File: config.mk
export PLATFORM = sky130hd
export DESIGN_NAME = led_show_sequencer_flat
export DESIGN_NICKNAME = d
export VERILOG_FILES = /design/src/rtl/led_show_if.sv /design/src/rtl/led_show_sequencer.sv /design/src/flat_wrapper.sv
export SDC_FILE = /design/constraint.sdc
export NUM_CORES = 1
export LEC_CHECK = 0
export ABC_AREA = 1
export BUFFER_PORTS_ARGS = -buffer_cell sky130_fd_sc_hd__buf_2
export CORE_ASPECT_RATIO = 1.1
export CORE_MARGIN = 4
export CORE_UTILIZATION = 35
export DETAILED_ROUTE_END_ITERATION = 8
export HOLD_SLACK_MARGIN = 0.06
export PLACE_DENSITY = 0.56
export SYNTH_ARGS = -nofsm -noshare
export SYNTH_HDL_FRONTEND = slang
export SYNTH_SLANG_ARGS = --single-unit
export TNS_END_PERCENT = 5
File: constraint.sdc
create_clock -name clk -period 3.4 [get_ports clk]
set_input_delay 0.34 -clock clk [delete_from_list [all_inputs] [get_ports clk]]
set_output_delay 0.34 -clock clk [all_outputs]
set_load 0.01 [all_outputs]
File: src/rtl/led_show_if.sv
// led_show_if: button, step and playlist-config inputs plus mode/restart outputs of the show sequencer
interface led_show_if;
  logic       btn_next;
  logic       btn_auto;
  logic       step_tick;
  logic       cfg_we;
  logic [1:0] cfg_addr;
  logic [1:0] cfg_mode;
  logic [7:0] cfg_dwell;
  logic [1:0] mode;
  logic       gen_rst;
  logic       auto_on;
  logic [1:0] entry_idx;
  modport master (
    output btn_next, btn_auto, step_tick, cfg_we, cfg_addr, cfg_mode, cfg_dwell,
    input  mode, gen_rst, auto_on, entry_idx
  );
  modport slave (
    input  btn_next, btn_auto, step_tick, cfg_we, cfg_addr, cfg_mode, cfg_dwell,
    output mode, gen_rst, auto_on, entry_idx
  );
endinterface

File: src/rtl/led_show_sequencer.sv
// led_show_sequencer: playlist controller choosing the LED generator mode manually or by dwell count
module led_show_sequencer #(
  parameter int DEBOUNCE_CYCLES = 1000000,
  parameter int CNT_W           = 20
) (
  input logic      clk,
  input logic      rst,
  led_show_if.slave bus
);
  localparam logic [1:0] MANUAL = 2'd0;
  localparam logic [1:0] AUTO   = 2'd1;
  localparam logic [1:0] SWITCH = 2'd2;
  logic [1:0] raw;
  logic [1:0] press;
  assign raw = {bus.btn_auto, bus.btn_next};
  for (genvar i = 0; i < 2; i++) begin : g_btn
    logic             s0, s1, db, db_d;
    logic [CNT_W-1:0] cnt;
    always_ff @(posedge clk or posedge rst)
      if (rst) begin
        s0   <= 1'b0;
        s1   <= 1'b0;
        db   <= 1'b0;
        db_d <= 1'b0;
        cnt  <= '0;
      end else begin
        s0   <= raw[i];
        s1   <= s0;
        db_d <= db;
        if (s1 == db) cnt <= '0;
        else if (cnt == CNT_W'(DEBOUNCE_CYCLES - 1)) begin
          cnt <= '0;
          db  <= ~db;
        end else cnt <= cnt + 1'b1;
      end
    // rising edge of the debounced level only; release is silent
    assign press[i] = db & ~db_d;
  end
  logic [1:0] state;
  logic [1:0] pl_mode  [4];
  logic [7:0] pl_dwell [4];
  logic [7:0] step_cnt;
  logic [1:0] idx;
  logic       auto_q;
  logic [1:0] mode_q;
  logic       gen_q;
  logic [7:0] eff;
  logic       done;
  assign eff  = (pl_dwell[idx] == 8'd0) ? 8'd1 : pl_dwell[idx];
  assign done = ({1'b0, step_cnt} + 9'd1) >= {1'b0, eff};
  always_ff @(posedge clk or posedge rst)
    if (rst) begin
      state    <= MANUAL;
      step_cnt <= '0;
      idx      <= '0;
      auto_q   <= 1'b0;
      mode_q   <= '0;
      gen_q    <= 1'b0;
      for (int k = 0; k < 4; k++) begin
        pl_mode[k]  <= 2'(k);
        pl_dwell[k] <= 8'd16;
      end
    end else begin
      gen_q <= 1'b0;
      if (bus.cfg_we) begin
        pl_mode[bus.cfg_addr]  <= bus.cfg_mode;
        pl_dwell[bus.cfg_addr] <= bus.cfg_dwell;
      end
      // auto press outranks next press and step_tick; SWITCH swallows all of them
      if (state == SWITCH) begin
        mode_q   <= pl_mode[idx];
        gen_q    <= 1'b1;
        step_cnt <= '0;
        state    <= auto_q ? AUTO : MANUAL;
      end else if (press[1]) begin
        auto_q   <= ~auto_q;
        step_cnt <= '0;
        state    <= auto_q ? MANUAL : AUTO;
      end else if (press[0] || (state == AUTO && bus.step_tick && done)) begin
        idx   <= idx + 2'd1;
        state <= SWITCH;
      end else if (state == AUTO && bus.step_tick) step_cnt <= step_cnt + 8'd1;
    end
  assign bus.mode      = mode_q;
  assign bus.gen_rst   = gen_q;
  assign bus.auto_on   = auto_q;
  assign bus.entry_idx = idx;
endmodule

File: src/flat_wrapper.sv
// flat-port wrapper written by rule: the top's interface ports become plain ports
module led_show_sequencer_flat 
#(
  parameter int DEBOUNCE_CYCLES = 1000000,
  parameter int CNT_W           = 20
)
  (clk, rst, bus_btn_next, bus_btn_auto, bus_step_tick, bus_cfg_we, bus_cfg_addr, bus_cfg_mode, bus_cfg_dwell, bus_mode, bus_gen_rst, bus_auto_on, bus_entry_idx);
  led_show_if bus_i ();
  input logic clk;
  input logic rst;
  input wire logic [$bits(bus_i.btn_next)-1:0] bus_btn_next;
  input wire logic [$bits(bus_i.btn_auto)-1:0] bus_btn_auto;
  input wire logic [$bits(bus_i.step_tick)-1:0] bus_step_tick;
  input wire logic [$bits(bus_i.cfg_we)-1:0] bus_cfg_we;
  input wire logic [$bits(bus_i.cfg_addr)-1:0] bus_cfg_addr;
  input wire logic [$bits(bus_i.cfg_mode)-1:0] bus_cfg_mode;
  input wire logic [$bits(bus_i.cfg_dwell)-1:0] bus_cfg_dwell;
  output wire logic [$bits(bus_i.mode)-1:0] bus_mode;
  output wire logic [$bits(bus_i.gen_rst)-1:0] bus_gen_rst;
  output wire logic [$bits(bus_i.auto_on)-1:0] bus_auto_on;
  output wire logic [$bits(bus_i.entry_idx)-1:0] bus_entry_idx;
  assign bus_i.btn_next = bus_btn_next;
  assign bus_i.btn_auto = bus_btn_auto;
  assign bus_i.step_tick = bus_step_tick;
  assign bus_i.cfg_we = bus_cfg_we;
  assign bus_i.cfg_addr = bus_cfg_addr;
  assign bus_i.cfg_mode = bus_cfg_mode;
  assign bus_i.cfg_dwell = bus_cfg_dwell;
  assign bus_mode = bus_i.mode;
  assign bus_gen_rst = bus_i.gen_rst;
  assign bus_auto_on = bus_i.auto_on;
  assign bus_entry_idx = bus_i.entry_idx;
  led_show_sequencer #(.DEBOUNCE_CYCLES(DEBOUNCE_CYCLES), .CNT_W(CNT_W)) u_core (.clk(clk), .rst(rst), .bus(bus_i));
endmodule
==> out/qor.yml <==
global_route:
  grt_pass1_vias: 3935
  grtUsageTotal: 0.137
  use_met2: 0.220
  antenna_found_initial: 0
  overflow: 0
  met1_usage: 0.177
  top_usage_layer: "met2"
  grt_pass1_wl_um: 18800
  gr-usage-met3: 0.0275
  grt_max_degree: 57
synth:
  syn-mean-instance-area_sq_um: 8.50
  synthAdderAreaFrac: 0.0263
  synth_cells: 615
  synthMuxAreaShare: 0.00215
  ys_types: 38
  yosysWarnings: 0
  synth_xor_area_frac: 0.0436
  syn-num-nets: 644
  synth-seq-cells: 104
  synth_compound_area_frac: 0.0902
  yosysSeqAreaShare: 0.500
  synth.cell_area_sq_um: 5230
  synth_simple_gate_area_share: 0.275
  synth_top_family_by_area: "simple AND/OR/NAND/NOR gates"
sta:
  setup_viol: 0
  hold_viol: 0
  rsz0062_at_grt: "no"
  fin_worst_hold_slack_ns: 0.0912
  period_minus_slack_ns: 2.78
  fin_setup_tns_ns: 0
  final_max_slew_viol_count: 0
  slew_headroom: 0.489
  max_freq_ghz: 0.360
  skew_ns: 0.00716
  fin_crit_sh: 0.817
  finalWorstSetupSlack_ns: 0.621
  tightestPinTransition_ns: 0.764
hold_path:
  worstHoldStart: "bus_btn_next"
  min_path_type: "input pin to register"
  whs_path_depth: 1
worst_setup_path:
  start_kind: "register"
  startpoint: "u_core.bus.entry_idx[0]"
  r2r_start: "u_core.bus.entry_idx[0]"
  worstPathArrival_ns: 3.07
  rrSetupSlack_ns: 0.62
  cp_max_fo: 21
  crit_path_end_kind: "register"
  reg2reg_depth: 17
  critical_path_class: "register to register"
  cp.required_ns: 3.69
floorplan:
  ios: 24
  fp-row-count: 46
  die_height_um: 136
  dieArea_sq_um: 17000
  initial_utilization: 0.359
  die_x_um: 125
  core_area_sq_um: 14600
status:
  status: "complete, no violations"
routing:
  routed_via_density: 4.84
  vias: 4019
  wl_um: 11000
  drt_iter0_markers: 327
  dr.pass1.iters: 5
  drc: 0
  ant_nets: 0
  wl_per_cell_um: 13.2
finish:
  syn2layout_area_growth_pct: 11.7
  final_cell_area_sq_um: 5840
  fillCellCount: 1449
  nets: 663
  drive_gt1_frac: 0.131
  insertedDiodeCount: 0
  final_util: 0.401
power_and_ir_drop:
  ir_drop_mv: 0.283
  pwr-share-clk: 0.400
  power_frac_comb: 0.077
  power_density_nw_per_um2: 453
  pwr-share-seq: 0.523
  p_int_mw: 1.99
  swShare: 0.248
  p_leak_nw: 2.81
  netSwitchingPower_mw: 0.656
clocking:
  cts-root-buf: "clkbuf_16"
  cts_tree: "done"
  cts_resized: 0
  postCtsSetupBuffers: 0
  numCtsBuffers: 9
  clk_pin_slew_worst_paths_ns: 0.07
  hold_buffers: 0
  htreeDepth: 3
  clkLatencyLatePin_ns: 0.35
  cts.sinks: 104
  clock_tree.buffer_depth: 2
place:
  portBuffers: 23
  gp_congestion: 0.829
  place_ws_ns: 0.643
  place_hpwl_um: 7770
  place_area_sq_um: 5540
run:
  cap_violations: 0
==> metal layers <==
metal,vias up,wire length (um)
met4,0,364
met3,19,301
met5,-,0
met2,62,5140
li1,2033,-
met1,1905,5150
==> power groups by stage <==
| stage | clock, mW | combinational (mW) | sequential [mW] |
|---|---|---|---|
| after floorplan | 0 | 0.160 | 1.39 |
| after global placement | 0 | 0.201 | 1.41 |
| after detailed placement | 0 | 0.210 | 1.41 |
| after CTS | 1.09 | 0.209 | 1.38 |
| after global routing | 1.15 | 0.245 | 1.39 |
| final | 1.06 | 0.204 | 1.38 |
==> sequential cells by signal, summed over array words and instances (netlist names), 8 cells and up <==
register,flops
u_core.pl_dwell,32
u_core.step_cnt,8
u_core.g_btn.cnt,40
u_core.pl_mode,8
==> layout by cell type (no fill, tap or decap), types with 2 or more instances in the layout <==
| cell type | n |
|---|---|
| a21oi_1 | 18 |
| a31oi_1 | 5 |
| a32o_1 | 8 |
| and3_1 | 2 |
| buf_2 | 23 |
| clkbuf_16 | 9 |
| clkinv_2 | 2 |
| dfrtp_1 | 96 |
| dfstp_2 | 8 |
| ha_1 | 11 |
| inv_1 | 64 |
| inv_2 | 4 |
| nand2_1 | 144 |
| nand2_2 | 5 |
| nand3_1 | 34 |
| nand3_2 | 2 |
| nand4_1 | 9 |
| nand4_2 | 2 |
| nor2_1 | 63 |
| nor2_2 | 5 |
| nor2_4 | 5 |
| nor3_1 | 17 |
| nor3_2 | 2 |
| nor3_4 | 3 |
| nor3b_1 | 3 |
| nor3b_2 | 3 |
| nor4_1 | 2 |
| o21ai_0 | 46 |
| o21ai_1 | 3 |
| xnor2_1 | 6 |
| xor2_1 | 20 |
==> worst paths after layout <==
check,end
min reg2reg,u_core.g_btn[0].s1
max in group asynchronous,u_core.pl_dwell[20]
max,u_core.step_cnt[6]
min in group asynchronous,u_core.g_btn[1].s0
max reg2reg,u_core.step_cnt[6]
min,u_core.g_btn[0].s0
==> stage by stage <==
stage | std cells | total power [mW]
after floorplan | 615 | 1.55
after global placement | 815 | 1.61
after detailed placement | 815 | 1.62
after CTS | 831 | 2.68
after global routing | 831 | 2.79
final | 831 | 2.65
==> cell usage after synthesis <==
| cell type | n | area (sq um) |
|---|---|---|
| nand2_1 | 144 | 541 |
| nand3_2 | 2 | 20.0 |
| o21bai_1 | 1 | 7.51 |
| nor3_1 | 17 | 85.1 |
| clkbuf_1 | 13 | 48.8 |
| dfrtp_1 | 96 | 2400 |
| nand4_2 | 2 | 25.0 |
| xnor2_1 | 6 | 52.6 |
| nor3b_2 | 3 | 37.5 |
| xor2_1 | 20 | 175 |
| o21ai_1 | 3 | 15.0 |
| nand2_4 | 1 | 11.3 |
| dfstp_2 | 8 | 210 |
| nand4_1 | 9 | 56.3 |
| inv_1 | 65 | 244 |
| and3_1 | 2 | 12.5 |
| buf_4 | 1 | 7.51 |
| a31oi_1 | 5 | 31.3 |
| nor3b_1 | 3 | 22.5 |
| nor4_2 | 1 | 12.5 |
| nor2_1 | 63 | 236 |
| o21ai_0 | 46 | 230 |
| nor4_1 | 2 | 12.5 |
| nand3_1 | 34 | 170 |
| a21oi_1 | 18 | 90.1 |
| buf_2 | 3 | 15.0 |
| nand3b_1 | 1 | 7.51 |
| a21oi_2 | 1 | 8.76 |
| nand2_2 | 5 | 31.3 |
| nor2_4 | 5 | 56.3 |
| mux2_2 | 1 | 11.3 |
| a41oi_1 | 1 | 8.76 |
| ha_1 | 11 | 138 |
| nor3_2 | 2 | 20.0 |
| nor3_4 | 3 | 48.8 |
| nor2_2 | 5 | 31.3 |
| a32o_1 | 8 | 80.1 |
| inv_2 | 4 | 15.0 |
==> critical path: stages (launching register included) <==
cell	delay (ns)
dfrtp_1	0.37
inv_1	0.45
nand2_1	0.12
a32o_1	0.26
nand4_1	0.10
o21ai_1	0.07
ha_1	0.27
inv_1	0.05
nand2_1	0.04
nand2_1	0.06
nand3_1	0.06
nand2_1	0.07
nand2_1	0.05
nand2_1	0.08
nand4_2	0.24
nor2_4	0.27
nand2_1	0.09
nand2_1	0.07
==> cell type report <==
type                       count  area, sq um  area share
clock inverter                 6         67.6      0.0116
clock buffer                  10          229      0.0392
inverter                      69          262      0.0448
timing repair buffer          25          143      0.0244
tap                          192          240      0.0411
multi-input combinational    425         2290       0.391
sequential                   104         2610       0.447
==> logic make-up (layout without fill, tap and decap cells) <==
kind of cell | count (synthesis) | in the layout
buf+inv | 86 | 110
simple gates | 304 | 304
flops | 104 | 104
compound gates | 83 | 83
mux | 1 | 1
fa+ha+maj | 11 | 11
xor+xnor | 26 | 26
Note: power is estimated with default switching activity, not from simulation.
